[config.mk]
export PLATFORM = sky130hd
export DESIGN_NAME = nvdla_cfg_apb_master_flat
export DESIGN_NICKNAME = d
export VERILOG_FILES = /design/src/rtl/nvdla_cfg_apb_master_if.sv /design/src/rtl/nvdla_cfg_apb_master.sv /design/src/flat_wrapper.sv
export SDC_FILE = /design/constraint.sdc
export NUM_CORES = 1
export LEC_CHECK = 0
export BUFFER_PORTS_ARGS = -buffer_cell sky130_fd_sc_hd__buf_4
export CAP_MARGIN = 20
export CORE_MARGIN = 3
export CORE_UTILIZATION = 40
export DETAILED_ROUTE_END_ITERATION = 16
export PLACE_DENSITY = 0.74
export SLEW_MARGIN = 20
export SYNTH_ARGS = -nofsm -noshare
export SYNTH_HDL_FRONTEND = slang
export SYNTH_SLANG_ARGS = --single-unit
[constraint.sdc]
create_clock -name csb_clk -period 1.95 [get_ports csb_clk]
set_clock_uncertainty 0.15 [all_clocks]
set_input_delay 0.0975 -clock csb_clk [delete_from_list [all_inputs] [get_ports csb_clk]]
set_output_delay 0.0975 -clock csb_clk [all_outputs]
set_load 0.01 [all_outputs]
[src/rtl/nvdla_cfg_apb_master_if.sv]
// CPU-side MMIO request/response channel and APB3 bus used by nvdla_cfg_apb_master.
// Each interface has a master modport (initiator) and a slave modport (target).

interface nvdla_mmio_if;
    logic        req_valid;
    logic        req_ready;
    logic        req_write;
    logic [31:0] req_addr;
    logic [31:0] req_wdata;
    logic        rsp_valid;
    logic        rsp_ready;
    logic [31:0] rsp_rdata;
    logic        rsp_err;

    modport master (
        output req_valid, req_write, req_addr, req_wdata, rsp_ready,
        input  req_ready, rsp_valid, rsp_rdata, rsp_err
    );

    modport slave (
        input  req_valid, req_write, req_addr, req_wdata, rsp_ready,
        output req_ready, rsp_valid, rsp_rdata, rsp_err
    );
endinterface

interface nvdla_apb_if;
    logic        psel;
    logic        penable;
    logic        pwrite;
    logic [31:0] paddr;
    logic [31:0] pwdata;
    logic [31:0] prdata;
    logic        pready;
    logic        pslverr;

    modport master (
        output psel, penable, pwrite, paddr, pwdata,
        input  prdata, pready, pslverr
    );

    modport slave (
        input  psel, penable, pwrite, paddr, pwdata,
        output prdata, pready, pslverr
    );
endinterface

[src/rtl/nvdla_cfg_apb_master.sv]
// MMIO valid/ready to APB3 master bridge for the NVDLA config port, one transfer in flight.
// Optional ACCESS-phase timeout enabled by defining NVDLA_APB_TIMEOUT_EN.

module nvdla_cfg_apb_master #(
    parameter logic [31:0] BASE_ADDR      = 32'h4000_0000,
    parameter logic [31:0] WINDOW_SIZE    = 32'h0004_0000,
    parameter int unsigned TIMEOUT_CYCLES = 1024
) (
    input logic         csb_clk,
    input logic         csb_rst,
    nvdla_mmio_if.slave cpu,
    nvdla_apb_if.master apb
);

    typedef enum logic [1:0] {
        ST_IDLE,
        ST_SETUP,
        ST_ACCESS,
        ST_RESP
    } state_e;

    localparam logic [32:0] WINDOW_END = {1'b0, BASE_ADDR} + {1'b0, WINDOW_SIZE};

    generate
        if (WINDOW_END > 33'h1_0000_0000) begin : g_window_wrap
            $error("BASE_ADDR + WINDOW_SIZE wraps past 2^32");
        end
        if (WINDOW_SIZE == 32'd0 || (WINDOW_SIZE & (WINDOW_SIZE - 32'd1)) != 32'd0) begin : g_window_pow2
            $error("WINDOW_SIZE must be a non-zero power of two");
        end
        if (TIMEOUT_CYCLES == 0 || TIMEOUT_CYCLES > 65535) begin : g_timeout_range
            $error("TIMEOUT_CYCLES must fit the 16-bit timeout counter");
        end
    endgenerate

    state_e      state_q;
    logic        req_ready_q;
    logic        dec_err_q;
    logic        rsp_valid_q;
    logic [31:0] rsp_rdata_q;
    logic        rsp_err_q;
    logic        psel_q;
    logic        penable_q;
    logic        pwrite_q;
    logic [31:0] paddr_q;
    logic [31:0] pwdata_q;

`ifdef NVDLA_APB_TIMEOUT_EN
    localparam logic [15:0] TMO_LAST = 16'(TIMEOUT_CYCLES - 1);
    logic [15:0] tmo_cnt_q;
`endif

    // An address below BASE_ADDR wraps to a huge offset, so one compare covers both window edges.
    logic [31:0] paddr_d;
    logic        dec_err_d;
    assign paddr_d   = cpu.req_addr - BASE_ADDR;
    assign dec_err_d = (paddr_d >= WINDOW_SIZE) || (cpu.req_addr[1:0] != 2'b00);

    // NOTE: every register uses non-blocking (<=) so all updates in this block see pre-edge values.
    always_ff @(posedge csb_clk) begin
        if (csb_rst) begin
            state_q     <= ST_IDLE;
            req_ready_q <= 1'b1;
            dec_err_q   <= 1'b0;
            rsp_valid_q <= 1'b0;
            rsp_rdata_q <= 32'h0;
            rsp_err_q   <= 1'b0;
            psel_q      <= 1'b0;
            penable_q   <= 1'b0;
            pwrite_q    <= 1'b0;
            paddr_q     <= 32'h0;
            pwdata_q    <= 32'h0;
`ifdef NVDLA_APB_TIMEOUT_EN
            tmo_cnt_q   <= 16'h0;
`endif
        end else begin
            unique case (state_q)
                ST_IDLE: begin
                    if (req_ready_q) begin
                        if (cpu.req_valid) begin
                            req_ready_q <= 1'b0;
                            pwrite_q    <= cpu.req_write;
                            paddr_q     <= paddr_d;
                            pwdata_q    <= cpu.req_wdata;
                            dec_err_q   <= dec_err_d;
                        end
                    end else if (dec_err_q) begin
                        // Decode/alignment failure: answer without touching the APB bus.
                        state_q     <= ST_RESP;
                        rsp_valid_q <= 1'b1;
                        rsp_err_q   <= 1'b1;
                        rsp_rdata_q <= 32'h0;
                    end else begin
                        state_q   <= ST_SETUP;
                        psel_q    <= 1'b1;
                        penable_q <= 1'b0;
`ifdef NVDLA_APB_TIMEOUT_EN
                        tmo_cnt_q <= 16'h0;
`endif
                    end
                end

                ST_SETUP: begin
                    state_q   <= ST_ACCESS;
                    penable_q <= 1'b1;
                end

                ST_ACCESS: begin
                    if (apb.pready) begin
                        state_q     <= ST_RESP;
                        psel_q      <= 1'b0;
                        penable_q   <= 1'b0;
                        rsp_valid_q <= 1'b1;
                        rsp_rdata_q <= pwrite_q ? 32'h0 : apb.prdata;
                        rsp_err_q   <= apb.pslverr;
                    end
`ifdef NVDLA_APB_TIMEOUT_EN
                    else if (tmo_cnt_q == TMO_LAST) begin
                        state_q     <= ST_RESP;
                        psel_q      <= 1'b0;
                        penable_q   <= 1'b0;
                        rsp_valid_q <= 1'b1;
                        rsp_rdata_q <= 32'h0;
                        rsp_err_q   <= 1'b1;
                    end else begin
                        tmo_cnt_q <= tmo_cnt_q + 16'd1;
                    end
`endif
                end

                ST_RESP: begin
                    if (cpu.rsp_ready) begin
                        state_q     <= ST_IDLE;
                        rsp_valid_q <= 1'b0;
                        req_ready_q <= 1'b1;
                    end
                end

                default: state_q <= ST_IDLE;
            endcase
        end
    end

    assign cpu.req_ready = req_ready_q;
    assign cpu.rsp_valid = rsp_valid_q;
    assign cpu.rsp_rdata = rsp_rdata_q;
    assign cpu.rsp_err   = rsp_err_q;

    assign apb.psel    = psel_q;
    assign apb.penable = penable_q;
    assign apb.pwrite  = pwrite_q;
    assign apb.paddr   = paddr_q;
    assign apb.pwdata  = pwdata_q;

endmodule

[src/flat_wrapper.sv]
// flat-port wrapper written by rule: the top's interface ports become plain ports
module nvdla_cfg_apb_master_flat 
#(
    parameter logic [31:0] BASE_ADDR      = 32'h4000_0000,
    parameter logic [31:0] WINDOW_SIZE    = 32'h0004_0000,
    parameter int unsigned TIMEOUT_CYCLES = 1024
)
  (csb_clk, csb_rst, cpu_req_valid, cpu_req_write, cpu_req_addr, cpu_req_wdata, cpu_rsp_ready, cpu_req_ready, cpu_rsp_valid, cpu_rsp_rdata, cpu_rsp_err, apb_psel, apb_penable, apb_pwrite, apb_paddr, apb_pwdata, apb_prdata, apb_pready, apb_pslverr);
  nvdla_mmio_if cpu_i ();
  nvdla_apb_if apb_i ();
  input logic csb_clk;
  input logic csb_rst;
  input wire logic [$bits(cpu_i.req_valid)-1:0] cpu_req_valid;
  input wire logic [$bits(cpu_i.req_write)-1:0] cpu_req_write;
  input wire logic [$bits(cpu_i.req_addr)-1:0] cpu_req_addr;
  input wire logic [$bits(cpu_i.req_wdata)-1:0] cpu_req_wdata;
  input wire logic [$bits(cpu_i.rsp_ready)-1:0] cpu_rsp_ready;
  output wire logic [$bits(cpu_i.req_ready)-1:0] cpu_req_ready;
  output wire logic [$bits(cpu_i.rsp_valid)-1:0] cpu_rsp_valid;
  output wire logic [$bits(cpu_i.rsp_rdata)-1:0] cpu_rsp_rdata;
  output wire logic [$bits(cpu_i.rsp_err)-1:0] cpu_rsp_err;
  output wire logic [$bits(apb_i.psel)-1:0] apb_psel;
  output wire logic [$bits(apb_i.penable)-1:0] apb_penable;
  output wire logic [$bits(apb_i.pwrite)-1:0] apb_pwrite;
  output wire logic [$bits(apb_i.paddr)-1:0] apb_paddr;
  output wire logic [$bits(apb_i.pwdata)-1:0] apb_pwdata;
  input wire logic [$bits(apb_i.prdata)-1:0] apb_prdata;
  input wire logic [$bits(apb_i.pready)-1:0] apb_pready;
  input wire logic [$bits(apb_i.pslverr)-1:0] apb_pslverr;
  assign cpu_i.req_valid = cpu_req_valid;
  assign cpu_i.req_write = cpu_req_write;
  assign cpu_i.req_addr = cpu_req_addr;
  assign cpu_i.req_wdata = cpu_req_wdata;
  assign cpu_i.rsp_ready = cpu_rsp_ready;
  assign cpu_req_ready = cpu_i.req_ready;
  assign cpu_rsp_valid = cpu_i.rsp_valid;
  assign cpu_rsp_rdata = cpu_i.rsp_rdata;
  assign cpu_rsp_err = cpu_i.rsp_err;
  assign apb_psel = apb_i.psel;
  assign apb_penable = apb_i.penable;
  assign apb_pwrite = apb_i.pwrite;
  assign apb_paddr = apb_i.paddr;
  assign apb_pwdata = apb_i.pwdata;
  assign apb_i.prdata = apb_prdata;
  assign apb_i.pready = apb_pready;
  assign apb_i.pslverr = apb_pslverr;
  nvdla_cfg_apb_master #(.BASE_ADDR(BASE_ADDR), .WINDOW_SIZE(WINDOW_SIZE), .TIMEOUT_CYCLES(TIMEOUT_CYCLES)) u_core (.csb_clk(csb_clk), .csb_rst(csb_rst), .cpu(cpu_i), .apb(apb_i));
endmodule
==> flow_summary.json <==
{
  "status": "finished clean",
  "routed-wl-met3_um": 1008,
  "cts_tree": "built",
  "ctsHtreeMaxLevel": 3,
  "rows": 36,
  "drt_iter0_markers": 267,
  "worst-setup-path-type": "flop to flop",
  "syn_avg_cell_area_sq_um": 8.604,
  "maxCapViolCount": 0,
  "vdd_drop_max_v": 0.0009369,
  "grt_max_degree": 76,
  "gp_congestion": 0.8350,
  "grt_antenna_before_repair": 0,
  "yosysMostFrequentCell": "nand2_1",
  "endpoint_kind": "flop",
  "hpwl_um": 8440,
  "fin_crit_sh_pct": 94.79,
  "synthFlopType": "dfxtp_1",
  "path_clk_slew_ns": 0.09,
  "start_util_pct": 42.01,
  "drt_wl_total_um": 13560,
  "drtAntennaViolNets": 0,
  "die_y_um": 108.2,
  "hold_class": "input port to flop",
  "wl_met1_um": 5253,
  "nFillCells": 748,
  "portBuffers": 204,
  "synth_edf_count": 0,
  "syn_area_sq_um": 4182,
  "dieArea_sq_um": 11720,
  "setup_violations": 0,
  "first_pass_iters": 4,
  "synthToLayoutAreaGrowth_pct": 68.37,
  "p_leak_nw": 3.177,
  "die_x_um": 108.2,
  "grt_pass1_wl_um": 20710,
  "crit_arrival_ns": 1.94,
  "cts.sinks": 105,
  "muxShareOfSynthArea_pct": 7.899,
  "required_ns": 2.04,
  "ys_ff_latch": 105,
  "synthesis.instances": 486,
  "synth_compound_area_share_pct": 11.10,
  "synth_largest_area_cell": "dfxtp_1",
  "synth_top_area_share_pct": 50.27,
  "core_region_area_sq_um": 9955,
  "slew_viol_final": 0,
  "max-slew-margin-rel_pct": 73.45,
  "drive_gt1_share_pct": 30.78,
  "ys_warn_count": 0,
  "diodes": 0,
  "timing.hold.ws_ns": 0.05938,
  "synthTopCellsByCount": "nand2_1, dfxtp_1, a21oi_1",
  "syn_nets": 597,
  "slowest_delay_ns": 0.36,
  "root_buffer": "clkbuf_8",
  "pre_cts_ws_ns": 0.03933,
  "max_freq_ghz": 0.5410,
  "cp_top_family": "flip-flops",
  "vias": 4380,
  "synth-xor-area-share_pct": 0,
  "startpoint_type": "flop",
  "tightest_slew_ns": 0.3882,
  "synth_fa_ha_area_share_pct": 2.394,
  "ys_async_sr_fraction_pct": 0,
  "final.min_clock_period_ns": 1.848,
  "post-route-drc-count": 0,
  "powerDensity_nw_per_um2": 1027,
  "slowest_stage": "dfxtp_1",
  "critical_path_buf_inv_count": 2,
  "ys_seq_area_share_pct": 50.27,
  "cp_cell_sequence": "inv_1, ha_2, nor2_1, a211o_2, buf_12, mux2i_2",
  "setup_ws_ns": 0.1016,
  "grt_pass1_vias": 4355,
  "total_power_mw": 7.231,
  "dr_wl_met2_um": 7062,
  "synth_simple_gate_area_share_pct": 22.77,
  "cts_buffers": 9,
  "vias_per_cell": 4.782,
  "grt_usage_pct": 22.15,
  "grt-ovfl-total": 0,
  "wl_per_cell_um": 14.81,
  "nNetsFinal": 889,
  "synth_cell_types": 34,
  "cp_max_fo": 28,
  "top_layer_used": "met4",
  "synthTopCellsByArea": "dfxtp_1, nand2_1, a21oi_1, mux2i_1, nand2b_1",
  "synth_top_family_by_area": "simple AND/OR/NAND/NOR gates",
  "ioPinCount": 205,
  "hold_viol": 0,
  "clk_latency_ns": 0.35,
  "clock_path_buffers": 2
}
[per-stage QoR]
stage | TNS, ns | util, % | instances | cell area, sq um
6_report | 0 | 70.73 | 916 | 7041
5_1_grt | -0.04898 | 70.73 | 916 | 7041
4_1_cts | 0 | 70.55 | 915 | 7023
3_5_place_dp | 0 | 58.37 | 799 | 5811
3_3_place_gp | 0 | 58.37 | 799 | 5811
2_1_floorplan | 0 | - | 486 | 4182
[final timing paths]
| path | start | to | slack (ns) | depth (start not counted) |
|---|---|---|---|---|
| min reg2reg | u_core.apb.pwdata[16] | u_core.apb.pwdata[16] | 0.31 | 2 |
| min | cpu_req_addr[31] | u_core.dec_err_q | 0.06 | 5 |
| max | u_core.state_q[1] | u_core.cpu.rsp_rdata[31] | 0.10 | 6 |
| max reg2reg | u_core.state_q[1] | u_core.cpu.rsp_rdata[31] | 0.10 | 6 |
[kinds of logic (layout without fill, tap and decap cells)]
| kind of cell | count (synthesis) | in the layout |
|---|---|---|
| AOI/OAI and AO/OA | 84 | 84 |
| adders and majority gates | 8 | 8 |
| buffers and inverters | 40 | 337 |
| DFF | 105 | 105 |
| muxes | 33 | 33 |
| and+or+nand+nor | 216 | 216 |
[tightest hold or removal path: cells and delay by family]
| family | cells | cell delay (ns) |
|---|---|---|
| buffers and inverters | 2 | 0.11 |
| adders and majority gates | 1 | 0.17 |
| AOI/OAI and AO/OA | 2 | 0.14 |
[layer usage]
layer | vias up | global-route usage [%]
met4 | 0 | 6.853
li1 | 2166 | -
met1 | 2015 | 24.93
met5 | - | 0
met3 | 20 | 5.134
met2 | 179 | 41.21
[placed cells by master (no fill, tap or decap), types with 2 or more instances in the layout]
cell type and count:
nand2b_1 35, a211oi_1 3, clkinvlp_4 2, or4_1 3
a31oi_1 3, clkbuf_8 10, nand2_1 162, mux2i_1 32
a311oi_1 2, o31ai_1 2, buf_4 212, nor2_1 7
ha_2 2, dfxtp_1 105, ha_1 6, buf_12 4
inv_1 5, dlygate4sd3_1 100, a21oi_1 68
[power breakdown]
part           internal, mW  total (mW)  leakage (nW)  switching (mW)
combinational          1.52        3.11          2.22            1.59
clock                 0.645        1.40         0.101           0.751
sequential             2.50        2.72         0.856           0.222
[repair_timing]
action | in CTS | in global routing
endpoints found under the hold margin | 101 | 0
buffers inserted | 0 | 1
gates resized for setup | 0 | 4
endpoints found under the setup margin | 0 | 90
hold buffers | 100 | 0
[layout make-up]
class | count | area [sq um] | share of cell area, %
Clock buffer | 10 | 137.6 | 1.955
Clock inverter | 6 | 73.82 | 1.049
Inverter | 5 | 18.77 | 0.2666
Multi-Input combinational cell | 341 | 1869 | 26.55
Sequential cell | 105 | 2102 | 29.86
Tap cell | 133 | 166.4 | 2.364
Timing Repair Buffer | 316 | 2673 | 37.96
[flip-flops by register name, indices dropped and copies added (netlist names)]
name and count:
u_core.cpu.req_ready 1, u_core.apb.paddr 32, u_core.cpu.rsp_rdata 32, u_core.cpu.rsp_valid 1, u_core.apb.pwdata 32, u_core.apb.pwrite 1, u_core.dec_err_q 1, u_core.cpu.rsp_err 1
u_core.state_q 2, u_core.apb.psel 1, u_core.apb.penable 1
(Power assumes the default switching activity.)
